[src/rtl/alu_seq_ctrl.sv]
// rtl/alu_seq_ctrl.sv - single-button A/B/OP load sequencer with held ALU result register
// Optional next-button debounce filter: define ALU_SEQ_DEBOUNCE_EN.
module alu_seq_ctrl #(
    parameter int NB_DATA   = 8,
    parameter int NB_OP     = 6,
    parameter int DB_CYCLES = 1000000,
    parameter int NB_DBCNT  = $clog2(DB_CYCLES)
) (
    input  logic               clk,
    input  logic               rst_n,
    input  logic [NB_DATA-1:0] i_sw,
    input  logic               i_btn_next,
    input  logic               i_btn_clear,
    input  logic [NB_DATA-1:0] i_alu_result,
    output logic [NB_DATA-1:0] o_alu_a,
    output logic [NB_DATA-1:0] o_alu_b,
    output logic [NB_OP-1:0]   o_alu_op,
    output logic [NB_DATA-1:0] o_result,
    output logic               o_result_valid,
    output logic [2:0]         o_state
);

    typedef enum logic [2:0] {
        S_LOAD_A  = 3'd0,
        S_LOAD_B  = 3'd1,
        S_LOAD_OP = 3'd2,
        S_EXEC    = 3'd3,
        S_SHOW    = 3'd4
    } state_t;

    state_t     state, state_nxt;
    logic [1:0] next_sync_r, clear_sync_r;
    logic       next_sync, clear_sync;
    logic       next_stable, next_prev, next_pulse;
    logic       load_a, load_b, load_op, capture, show_exit;

    always_ff @(posedge clk or negedge rst_n) begin
        if (!rst_n) begin
            next_sync_r  <= 2'b00;
            clear_sync_r <= 2'b00;
        end else begin
            next_sync_r  <= {next_sync_r[0], i_btn_next};
            clear_sync_r <= {clear_sync_r[0], i_btn_clear};
        end
    end

    assign next_sync  = next_sync_r[1];
    assign clear_sync = clear_sync_r[1];

`ifdef ALU_SEQ_DEBOUNCE_EN
    logic [NB_DBCNT-1:0] db_cnt;
    logic                db_stable;

    // The stable value only follows the synced value after DB_CYCLES consecutive disagreeing cycles.
    always_ff @(posedge clk or negedge rst_n) begin
        if (!rst_n) begin
            db_cnt    <= '0;
            db_stable <= 1'b0;
        end else if (next_sync != db_stable) begin
            if (db_cnt == NB_DBCNT'(DB_CYCLES - 1)) begin
                db_stable <= next_sync;
                db_cnt    <= '0;
            end else begin
                db_cnt <= db_cnt + NB_DBCNT'(1);
            end
        end else begin
            db_cnt <= '0;
        end
    end

    assign next_stable = db_stable;
`else
    logic unused_cfg;
    assign unused_cfg  = (DB_CYCLES >= 2) && (NB_DBCNT > 0);
    assign next_stable = next_sync;
`endif

    always_ff @(posedge clk or negedge rst_n) begin
        if (!rst_n) begin
            next_prev  <= 1'b0;
            next_pulse <= 1'b0;
        end else begin
            next_prev  <= next_stable;
            next_pulse <= next_stable & ~next_prev;
        end
    end

    always_ff @(posedge clk or negedge rst_n) begin
        if (!rst_n) state <= S_LOAD_A;
        else        state <= state_nxt;
    end

    always_comb begin
        state_nxt = state;
        if (clear_sync) begin
            state_nxt = S_LOAD_A;
        end else begin
            case (state)
                S_LOAD_A:  if (next_pulse) state_nxt = S_LOAD_B;
                S_LOAD_B:  if (next_pulse) state_nxt = S_LOAD_OP;
                S_LOAD_OP: if (next_pulse) state_nxt = S_EXEC;
                S_EXEC:    state_nxt = S_SHOW;
                S_SHOW:    if (next_pulse) state_nxt = S_LOAD_A;
                default:   state_nxt = S_LOAD_A;
            endcase
        end
    end

    always_comb begin
        load_a    = 1'b0;
        load_b    = 1'b0;
        load_op   = 1'b0;
        capture   = 1'b0;
        show_exit = 1'b0;
        if (!clear_sync) begin
            load_a    = (state == S_LOAD_A)  && next_pulse;
            load_b    = (state == S_LOAD_B)  && next_pulse;
            load_op   = (state == S_LOAD_OP) && next_pulse;
            capture   = (state == S_EXEC);
            show_exit = (state == S_SHOW)    && next_pulse;
        end
    end

    assign o_state = state;

    always_ff @(posedge clk or negedge rst_n) begin
        if (!rst_n) begin
            o_alu_a        <= '0;
            o_alu_b        <= '0;
            o_alu_op       <= '0;
            o_result       <= '0;
            o_result_valid <= 1'b0;
        end else if (clear_sync) begin
            o_alu_a        <= '0;
            o_alu_b        <= '0;
            o_alu_op       <= '0;
            o_result       <= '0;
            o_result_valid <= 1'b0;
        end else begin
            if (load_a)  o_alu_a  <= i_sw;
            if (load_b)  o_alu_b  <= i_sw;
            if (load_op) o_alu_op <= i_sw[NB_OP-1:0];
            if (capture) begin
                o_result       <= i_alu_result;
                o_result_valid <= 1'b1;
            end else if (show_exit) begin
                o_result_valid <= 1'b0;
            end
        end
    end

endmodule

[config.mk]
export PLATFORM = sky130hd
export DESIGN_NAME = alu_seq_ctrl
export DESIGN_NICKNAME = d
export VERILOG_FILES = /design/src/rtl/alu_seq_ctrl.sv
export SDC_FILE = /design/constraint.sdc
export NUM_CORES = 1
export LEC_CHECK = 0
export ABC_AREA = 0
export ABC_CLOCK_PERIOD_IN_PS = 1460
export CORE_MARGIN = 1.5
export CORE_UTILIZATION = 42
export DETAILED_ROUTE_END_ITERATION = 7
export MAX_ROUTING_LAYER = met4
export PLACE_DENSITY_LB_ADDON = 0.05
export SLEW_MARGIN = 0
export SYNTH_ARGS = -nofsm -noshare
export SYNTH_HDL_FRONTEND = slang
export SYNTH_SLANG_ARGS = --single-unit
[constraint.sdc]
create_clock -name clk -period 1.46 [get_ports clk]
set_clock_uncertainty 0.2 [all_clocks]
set_input_delay 0.365 -clock clk [delete_from_list [all_inputs] [get_ports clk]]
set_output_delay 0.365 -clock clk [all_outputs]
set_load 0.01 [all_outputs]
After elaboration in Yosys (flattened, before gate mapping)
Cells that the tools add are included.

Bits in registers: 40. Bits of input ports: 20. Output and inout port bits: 34. Logic and storage cells: 53.

Equal/unequal tests: 8. Muxes and demuxes: 22. Bitwise operators: 2. Reduce and logical (&&, ||, !) cells: 11.

Operators with widths (number): two-way mux 8 bit (6); two-way mux 3 bit (5); case mux 3 bit (5 select lines) (1); two-way mux 6 bit (2); inequality test 3 bit, second input constant (4); two-way mux 1 bit (8); nonzero test 2 bit (4); equality test 3 x 2 -> 1 bit, second input constant (2); logical AND 1 bit (4); AND reduction 4 bit (1); equality test 3 x 1 -> 1 bit, second input constant (1); equality test 3 bit, second input constant (1); logical NOT 3 bit (1); nonzero test 3 bit (1); AND 1 bit (1); NOT 1 bit (1).

Logic depth before layout (Yosys ltp)
Gate-level depths: netlist of run 1.

Depth after elaboration: 6. Mapped depth: 4. Gate-level depth less buffers: 2.

Worst setup path after synthesis of run 1
Ideal clock, no wire load.

Path type: register to register. From: register state[0] (netlist: o_state[0]). To: register o_alu_a[0]. Setup time: 0.079 ns. Arrival: 1.179 ns. Required time: 1.181 ns. Slack: 0.002 ns. Stages on the path, launching flop included: 5. Buffers on the path: 2. Clock period less this slack: 1.458 ns. Path through: dfrtp_1 > buf_6 > nor4b_2 > buf_6 > mux2i_1.

Cells in the longest elaborated chain, start to end: 4.

Ends and longest elaborated chain: from (decl) (line 31) `state_t state, state_nxt;`; from (signal assigned) (line 90) `else state <= state_nxt;`; logical NOT 3 bit (line 116) `load_a = (state == S_LOAD_A) && next_pulse;`; logical AND 1 bit (line 116); two-way mux 1 bit (line 115) `if (!clear_sync) begin`; nonzero test 2 bit (no line); to (signal assigned) (line 140) `if (load_a) o_alu_a <= i_sw;`; to (decl) (line 15) `output logic [NB_DATA-1:0] o_alu_a,`.

Every way passes these cells. A chain may end at the register's enable or synchronous reset.

Worst setup path in the final report of run 1
From: register state[2] (netlist: o_state[2]). To: register o_alu_a[5].

Same word-level chain as after synthesis.

==> key figures, run 1 <==
Die
  • Die area: approximately 0.0047 mm²
  • Height of the chip: 68.7 µm
  • IO Pins: 54
  • Die width: between 60 and 70 µm
  • Initial Util: 0.443
  • CORE AREA: around 0.004 mm²
  • Row cnt: 23

Timing
  • Hold_ws: 163 ps
  • Setup TNS: -337 ps
  • Hold Vio Cnt, Final: 0
  • Worst Tran Pin Value: about 360 ps
  • Post-route minimum period: between 1500 and 2000 ps
  • Setup violators final: 12
  • Achievable Freq: approximately 660 MHz
  • Unrepaired setup endpoints after global routing: yes
  • Tcrit/Tclk final: 1.04
  • Slew HR: 0.759
  • Final worst setup slack: -54.3 ps
  • Slew Limit Fails: 0

Placed design
  • Post-DP HPWL: roughly 2.5 mm
  • GPL Wtd Cong: roughly 0.7
  • Placed Area: 0.00245 mm²
  • IO buf count: 53

Cells and area
  • Nets: approximately 240
  • Layout area overhead: 39.2%
  • Ant. Diodes: 0
  • Layout cells sized above 1: 0.327
  • Design area: 0.00252 mm²

Power and ir drop
  • Total Power: 2.07 mW
  • Lkg Pwr: roughly 1.3 nW
  • VDD IR max: approximately 0.50 mV
  • PwrDens: around 820 mW/mm²

Synth
  • Largest family of logic cells by synthesized area: simple AND/OR/NAND/NOR gates
  • Top-area cell type share of the netlist area: 0.552
  • Post-Syn Nets: 164
  • Post-Syn Instances: around 140
  • Yosys warning count: 0
  • #FFs+latches synth: 40
  • Seq/Total Area, Yosys: 0.552
  • Commonest cells in the netlist: nand2b_1, dfrtp_1, mux2i_1, clkbuf_1, buf_6
  • Synth Area in Compound Gates: 0.0249
  • Count leader, synth: nand2b_1
  • Fraction of the mapped netlist area in adder cells: 0
  • Post-Synth XOR/XNOR Area: 0
  • Ys async rst share: 1.00
  • Simple-gate share of the synthesized area: 0.219
  • Post-synthesis cell area: between 0.0015 and 0.002 mm²
  • Main synth FF type: dfrtp_1
  • Yosys cell types: 20
  • Top post-synthesis cells by area: dfrtp_1, nand2b_1, mux2i_1, buf_6, nand4bb_1
  • Avg Cell Area, Syn: 12.6 µm²
  • EDFF count, synth: 0
  • Post-synthesis mux area share: 0.166
  • Largest area contributor in the netlist: dfrtp_1

GRT
  • Vias in the first global route: 1,336
  • GRT Resource Usage Total: 0.191
  • First-pass GRT wire length: 6.16 mm
  • Grt total ovfl: 0
  • Pin count of the biggest net entering global routing: 51
  • Initial antenna violation count: 0

CTS
  • Total CTS buffers: 5
  • CTS sink cnt: 40
  • Reg clk slew, reported paths: approximately 70 ps
  • CTS root buf: clkbuf_8
  • Clk buf depth: 2
  • TritonCTS clock tree: done
  • Clk_lat worst skew: 280 ps
  • H-tree depth: 2

Job
  • Number of max-cap violations: 0

Worst setup path
  • Worst EP required: approximately 1500 ps
  • CP endpoint kind: flip-flop
  • Worst-path fanout max: 8
  • Worst Setup Path Type: flip-flop to flip-flop
  • Startpoint types: flip-flop
  • Crit path arrival time: 1520 ps

Routing
  • Post-route ant nets: 0
  • Initial drt markers: between 90 and 100
  • Detailed-route via count: between 1,000 and 1,500
  • WL met3: 228 µm
  • Met2 WL post-DR: about 2.0 mm
  • DR top layer: met4
  • WL/cell: roughly 15 µm
  • Residual DRC: 0
  • Total Wirelength: between 3 and 4 mm
  • Via/cell ratio: between 4 and 5
  • Post-Route M1 WL: around 1.6 mm
  • Drt first pass iters: 4

Worst hold path
  • Worst Hold Class: flip-flop to flip-flop

Outcome
  • Status: complete, but fails checks
  • Violated checks: negative setup slack
-- cell type report --
type	count	area, µm²
multi-input cells	93	778
repair buffers	76	598
clock inverters	1	5.00
flip-flops and latches	40	1000
fillers	359	1570
inverters	1	3.75
well taps	50	62.6
clock buffers	6	72.6
-- timing repair --
action                                 in CTS  in global routing
pin swaps                                   5                  2
hold buffers                                1                  0
gates resized for setup                   137                 14
setup endpoints to repair                  46                 38
setup buffers                               9                  2
endpoints found under the hold margin      40                  0
-- power by group --
part / switching [mW] / internal, mW
Clock: 0.347 / 0.325
Sequential: 0.0157 / 1.14
Combinational: 0.110 / 0.141
Total: 0.472 / 1.60
-- cell usage in the layout (no fill, tap or decap), types with 2 or more instances in the layout --
master           Yosys  layout
buf_12               0       3
mux2i_1             30      28
clkbuf_8             0       5
buf_4                1      11
dfrtp_1             40      40
a211oi_2             1       2
nand2b_1            49      48
mux2i_2              0       2
buf_2                1      35
buf_6                3       8
nand4bb_1            2       2
clkdlybuf4s50_1      0      18
-- critical path, stage by stage (launching register included) --
cell and delay, ps:
dfrtp_1 390, buf_6 130, nor4b_4 280, buf_6 210, mux2i_1 210
-- per-stage QoR --
step                utilization  setup WS, ps  cells
finish                    0.617         -54.3    267
global route              0.617          -138    267
CTS                       0.616         -61.9    265
detailed placement        0.601         -74.7    248
global placement          0.601         -46.1    248
floorplan                     -          1.95    144
-- layer usage --
metal | track usage | vias to the layer above
li1 | - | 626
met1 | 0.214 | 632
met2 | 0.316 | 38
met3 | 0.0649 | 2
met4 | 0.0675 | 0
met5 | - | -
-- final timing paths --
path	startpoint	to	slack (ps)	depth (start not counted)
setup / recovery	o_state[2]	o_alu_a[5]	-50	4
hold / removal	clear_sync_r[0]	clear_sync_r[1]	160	0
setup reg to reg	o_state[2]	o_alu_a[5]	-50	4
hold reg to reg	clear_sync_r[0]	clear_sync_r[1]	160	0
max in group asynchronous	rst_n	clear_sync_r[0]	480	3
min in group asynchronous	rst_n	o_result_valid	380	3
-- sequential cells by signal, indices dropped and copies added (netlist names) --
| signal | cells |
|---|---|
| o_alu_a | 8 |
| o_alu_b | 8 |
| o_result | 8 |
| o_alu_op | 6 |
| o_state | 3 |
| clear_sync_r | 2 |
| next_sync_r | 2 |
| next_prev | 1 |
| next_pulse | 1 |
| o_result_valid | 1 |
-- logic make-up after synthesis --
kind of cell           count (synthesis)
flip-flops                            40
AO/OA/AOI/OAI                          5
multiplexers                          30
buffers and inverters                 11
AND/OR/NAND/NOR                       58
Note: power is estimated with default switching activity, not from simulation.
==> run 2, diff against run 1 <==
==> constraint.sdc (replaced) <==
create_clock -name clk -period 1.46 [get_ports clk]
set_clock_uncertainty 0.2 [all_clocks]
set_input_delay 0.365 -clock clk [delete_from_list [all_inputs] [get_ports clk]]
set_output_delay 0.365 -clock clk [all_outputs]
set_load 0.1 [all_outputs]
==> run 2 against run 1 <==
Against the previous run:
- the run still ends with negative setup slack left
- setup slack got worse by 120 ps
- die area did not move
- critical path depth fell by 2
- highest routed layer unchanged
- non-clock buffer count rose by 1
- largest cell class is now non-clock buffers
- routed wire length rose by 7.3%
- clock power rose by 12%
- total power rose by 15%
==> key figures, run 2 (synthesis gave the netlist of run 1 again) <==
Cells and area
  • Ant. Diodes: 0
  • Multi-input gate area: roughly 780 µm²
  • Most common cell after layout, fill and taps aside: nand2b_1
  • Layout cells sized above 1: 0.447
  • Commonest cells after routing, fill and taps aside: nand2b_1, buf_12, mux2i_1, dfrtp_2, clkdlybuf4s50_1
  • Filler cell count: approximately 250
  • Layout area overhead: 71.1%
  • Final core utilization: 0.759
  • Design area: 0.00310 mm²
  • Regs by FF count: o_alu_a x8, o_alu_b x8, o_result x8
  • Nets: 238
  • Storage element area: 0.00104 mm²

GRT
  • Met2 Usage GRT: 0.333
  • GRT Resource Usage Total: 0.198
  • M3 GR Usage: 0.0601
  • GRT met1 Usage: 0.226
  • Initial antenna violation count: 0
  • Pin count of the biggest net entering global routing: 41
  • Grt total ovfl: 0
  • Vias in the first global route: between 1,000 and 1,500
  • Busiest grt layer: met2
  • First-pass GRT wire length: approximately 6.5 mm

Timing
  • Achievable Freq: approximately 600 MHz
  • Worst Tran Pin Value: 316 ps
  • Slew Limit Fails: 0
  • Unrepaired setup endpoints after global routing: yes
  • Hold Vio Cnt, Final: 0
  • Hold_ws: around 150 ps
  • Post-route minimum period: between 1500 and 2000 ps
  • Tcrit/Tclk final: 1.12
  • Slew HR: 0.789
  • Setup violators final: 37
  • Final worst setup slack: -170 ps

Worst hold path
  • Worst Hold Class: flip-flop to flip-flop
  • Hold path startpoint: clear_sync_r[0]
  • Hold endpoint: clear_sync_r[1]
  • Hold depth: 0

Routing
  • Detailed-route via count: about 1,300
  • Drt first pass iters: 4
  • WL/cell: 15.5 µm
  • Residual DRC: 0
  • Post-route ant nets: 0
  • Via/cell ratio: slightly below 5
  • Total Wirelength: about 4.2 mm
  • Initial drt markers: 52

Die
  • Height of the chip: 68.7 µm
  • Row cnt: 23
  • IO Pins: 54
  • Initial Util: 0.443
  • Die width: 68.7 µm
  • Die area: ~0.0047 mm²
  • CORE AREA: 0.00409 mm²

Placed design
  • Placed Area: roughly 0.0028 mm²
  • Post-place setup slack: -53.4 ps
  • Post-DP HPWL: 2.72 mm
  • IO buf count: 53
  • GPL Wtd Cong: 0.704

Worst setup path
  • Worst Setup Path Type: flip-flop to output pin
  • Cell count of the worst reg-to-reg path: 4
  • Startpoint types: flip-flop
  • CP Cell Sequence: buf_6 -> buf_12
  • Worst-path fanout max: 2
  • Worst reg2reg endpoint: o_alu_a[7]
  • Crit path arrival time: 1060 ps
  • Biggest cell delay along the critical path: around 490 ps
  • Setup slack, reg-to-reg: -160 ps
  • Worst EP required: 890 ps
  • CP endpoint kind: output pin
  • Reg2reg start: o_state[0]
  • Slowest CP cell: dfrtp_4

CTS
  • Clk buf depth: 2
  • TritonCTS clock tree: done
  • Reg clk slew, reported paths: ~70 ps
  • Total CTS buffers: 5
  • H-tree depth: 2
  • CTS root buf: clkbuf_8
  • CTS sink cnt: 40
  • Clk_lat worst skew: 290 ps

Outcome
  • Status: complete, but fails checks
  • Violated checks: negative setup slack

Job
  • Number of max-cap violations: 0

Power and ir drop
  • Lkg Pwr: 1.35 nW
  • VDD IR max: between 0.5 and 0.6 mV
  • PwrDens: between 700 and 800 mW/mm²
  • Total Power: 2.38 mW
-- run 2: layout make-up --
class                      instances  area share
clock buffer                       6      0.0266
clock inverter                     2     0.00323
inverter                           1     0.00121
multi-input combinational         93       0.252
sequential                        40       0.336
tap                               50      0.0202
timing repair buffer              77       0.361
-- run 2: through the flow --
stage,TNS [ps],instances
floorplan,-2460,144
CTS,-2560,266
detailed placement,-120,248
global placement,0,248
global route,-4270,269
finish,-2440,269
-- run 2: power by group --
part / switching, mW / internal, mW
logic: 0.251 / 0.213
clock network: 0.374 / 0.377
registers: 0.0296 / 1.14
total: 0.655 / 1.73
-- run 2: how the worst max path moves through the flow --
stage / start / to / slack [ps] / depth (start not counted)
after floorplan: o_state[0] / o_alu_a[0] / -160 / 4
final: o_state[2] / o_state[2] / -170 / 2
after CTS: o_state[0] / o_state[0] / -170 / 2
after global placement: o_state[1] / o_alu_a[6] / 30 / 3
after global routing: o_state[0] / o_alu_a[7] / -200 / 4
after detailed placement: o_state[1] / o_alu_a[6] / -50 / 3
-- run 2: repair_timing --
action / CTS / global route
hold endpoints to repair: 40 / 0
setup endpoints to repair: 41 / 68
resized for setup: 8 / 5
setup buffers: 9 / 3
hold buffers: 1 / 0
pin swaps: 1 / 2
-- run 2: metal layers --
layer / vias up / wire (µm)
li1: 629 / -
met1: 650 / 1700
met5: - / 0
met3: 6 / 209
met2: 38 / 2200
met4: 0 / 47
-- run 2: worst max-delay path: cells and delay by family, from the launching register on --
kind	cells	cell delay [ps]
buf+inv	2	280
flops	1	490
==> run 3, diff against run 2 <==
--- a/config.mk
+++ b/config.mk
@@ -11,8 +11,9 @@
 export CORE_UTILIZATION = 42
 export DETAILED_ROUTE_END_ITERATION = 7
 export MAX_ROUTING_LAYER = met4
-export PLACE_DENSITY_LB_ADDON = 0.05
+export PLACE_DENSITY = 0.75
 export SLEW_MARGIN = 0
 export SYNTH_ARGS = -nofsm -noshare
 export SYNTH_HDL_FRONTEND = slang
 export SYNTH_SLANG_ARGS = --single-unit
+export TNS_END_PERCENT = 50
==> run 3 against run 2 <==
Against the previous run:
- the run still ends with negative setup slack left
- sequential power hardly changed
- core utilization is 0.18 points lower
- die area is the same
- first-iteration DRC count increased by 5.8%
- design area down 0.24%
- setup slack got worse by 26 ps
- hold slack improved by 6.3 ps
- via count increased by 3.1%
==> key figures, run 3 (synthesis gave the netlist of run 1 again) <==
Outcome
  • Status: complete, but fails checks
  • Violated checks: negative setup slack

Placed design
  • IO buf count: 53
  • Placed Cells incl. Taps: roughly 250
  • GPL Wtd Cong: 0.754
  • Placed Area: about 0.0028 mm²
  • Post-DP HPWL: around 2.9 mm

CTS
  • H-tree depth: 2
  • CTS root buf: clkbuf_8
  • Total CTS buffers: 5
  • CTS sink cnt: 40
  • TritonCTS clock tree: done
  • Clk buf depth: 2
  • Clk_lat worst skew: ~290 ps
  • Reg clk slew, reported paths: 70 ps

Worst setup path
  • CP Cell Sequence: buf_6 -> buf_12
  • CP endpoint kind: output pin
  • Worst-path fanout max: 3
  • Reg2reg start: o_state[2]
  • Biggest cell delay along the critical path: 510 ps
  • Setup slack, reg-to-reg: -190 ps
  • Slowest CP cell: dfrtp_4
  • Worst Setup Path Type: flip-flop to output pin
  • Crit path arrival time: 1090 ps
  • Cell count of the worst reg-to-reg path: 4
  • Worst reg2reg endpoint: o_alu_a[0]
  • Worst EP required: between 800 and 900 ps
  • Startpoint types: flip-flop

Routing
  • Met2 WL post-DR: 2.34 mm
  • Drt first pass iters: 4
  • Initial drt markers: 55
  • DR top layer: met4
  • Post-route ant nets: 0
  • Residual DRC: 0
  • Post-Route M1 WL: between 1.5 and 2 mm
  • Detailed-route via count: roughly 1,400
  • WL/cell: between 15 and 20 µm
  • WL met3: ~250 µm
  • Via/cell ratio: between 5 and 6
  • Total Wirelength: 4.53 mm

Power and ir drop
  • VDD IR max: just under 0.8 mV
  • PwrDens: around 750 mW/mm²
  • Total Power: 2.33 mW
  • Lkg Pwr: 1.40 nW

Cells and area
  • Regs by FF count: o_alu_a x8, o_alu_b x8, o_result x8
  • Layout cells sized above 1: 0.349
  • Most common cell after layout, fill and taps aside: nand2b_1
  • Layout area overhead: 70.7%
  • Commonest cells after routing, fill and taps aside: nand2b_1, buf_12, dfrtp_1, mux2i_1, clkdlybuf4s50_1
  • Finished Layout Cells: approximately 270
  • Design area: 0.00309 mm²
  • Nets: around 240
  • Ant. Diodes: 0

Timing
  • Tcrit/Tclk final: 1.13
  • Setup violators final: 45
  • Achievable Freq: about 600 MHz
  • Unrepaired setup endpoints after global routing: yes
  • Hold Vio Cnt, Final: 0
  • Worst Tran Pin Value: around 370 ps
  • Hold_ws: about 160 ps
  • Slew HR: 0.756
  • Post-route minimum period: approximately 1700 ps
  • Final worst setup slack: -196 ps
  • Slew Limit Fails: 0

Worst hold path
  • Hold path startpoint: next_sync_r[0]
  • Hold endpoint: next_sync_r[1]
  • Worst Hold Class: flip-flop to flip-flop
  • Hold depth: 0

GRT
  • Vias in the first global route: 1,396
  • GRT Resource Usage Total: 0.208
  • Grt total ovfl: 0
  • Pin count of the biggest net entering global routing: about 40
  • First-pass GRT wire length: between 6 and 7 mm
  • Initial antenna violation count: 0

Die
  • Die area: 0.00472 mm²
  • Height of the chip: slightly below 70 µm
  • Die width: just under 70 µm
  • Row cnt: 23
  • Initial Util: 0.443
  • CORE AREA: just over 0.004 mm²
  • IO Pins: 54

Job
  • Number of max-cap violations: 0
## run 3: cell types whose count changed in the layout (fill, tap and decap cells not counted), sizes merged
cell / delta
clkinv: -1
## run 3: critical path: cells and delay by family (launching register included)
kind / cells / cell delay, ps
buffers and inverters: 2 / 290
flip-flops: 1 / 510
## run 3: what timing repair did
| action | in CTS | in global routing |
|---|---|---|
| pin swaps | 1 | 5 |
| endpoints found under the hold margin | 40 | 0 |
| resized for setup | 6 | 9 |
| setup endpoints to repair | 26 | 67 |
| setup buffers | 7 | 8 |
| cloned | 0 | 0 |
| hold buffers | 1 | 0 |
## run 3: power breakdown
part / switching (mW) / total (mW) / internal, mW
Combinational: 0.257 / 0.471 / 0.214
Clock: 0.367 / 0.692 / 0.325
Sequential: 0.0325 / 1.17 / 1.14
Total: 0.657 / 2.33 / 1.68
## run 3: how the worst max path moves through the flow
stage,from,slack (ps),cells past startpoint,end
2_1_floorplan,o_state[0],-160,4,o_alu_a[0]
3_3_place_gp,o_state[2],20,3,o_alu_a[7]
3_5_place_dp,o_state[2],-50,3,o_alu_a[2]
4_1_cts,o_state[1],-190,4,o_alu_a[5]
5_1_grt,o_state[2],-250,4,o_alu_a[7]
6_report,o_state[1],-200,2,o_state[1]
## run 3: per-stage QoR
stage          setup WS, ps  TNS, ps   util
6_report               -196    -4170  0.757
5_1_grt                -254    -6300  0.757
4_1_cts                -190    -2540  0.733
3_5_place_dp          -50.1     -241  0.690
3_3_place_gp           18.4        0  0.690
2_1_floorplan          -159    -2490      -
## run 3: cell type report
| class | count | area (µm²) |
|---|---|---|
| clock inverters | 1 | 5.00 |
| clock buffers | 6 | 72.6 |
| fillers | 253 | 993 |
| well taps | 50 | 62.6 |
| inverters | 1 | 3.75 |
| multi-input cells | 93 | 795 |
| flip-flops and latches | 40 | 1010 |
| repair buffers | 77 | 1140 |
## run 3: per-layer routing
| layer | global-route usage | up-vias |
|---|---|---|
| met5 | - | - |
| met4 | 0.0450 | 0 |
| met3 | 0.0519 | 7 |
| met2 | 0.357 | 45 |
| met1 | 0.247 | 684 |
| li1 | - | 628 |
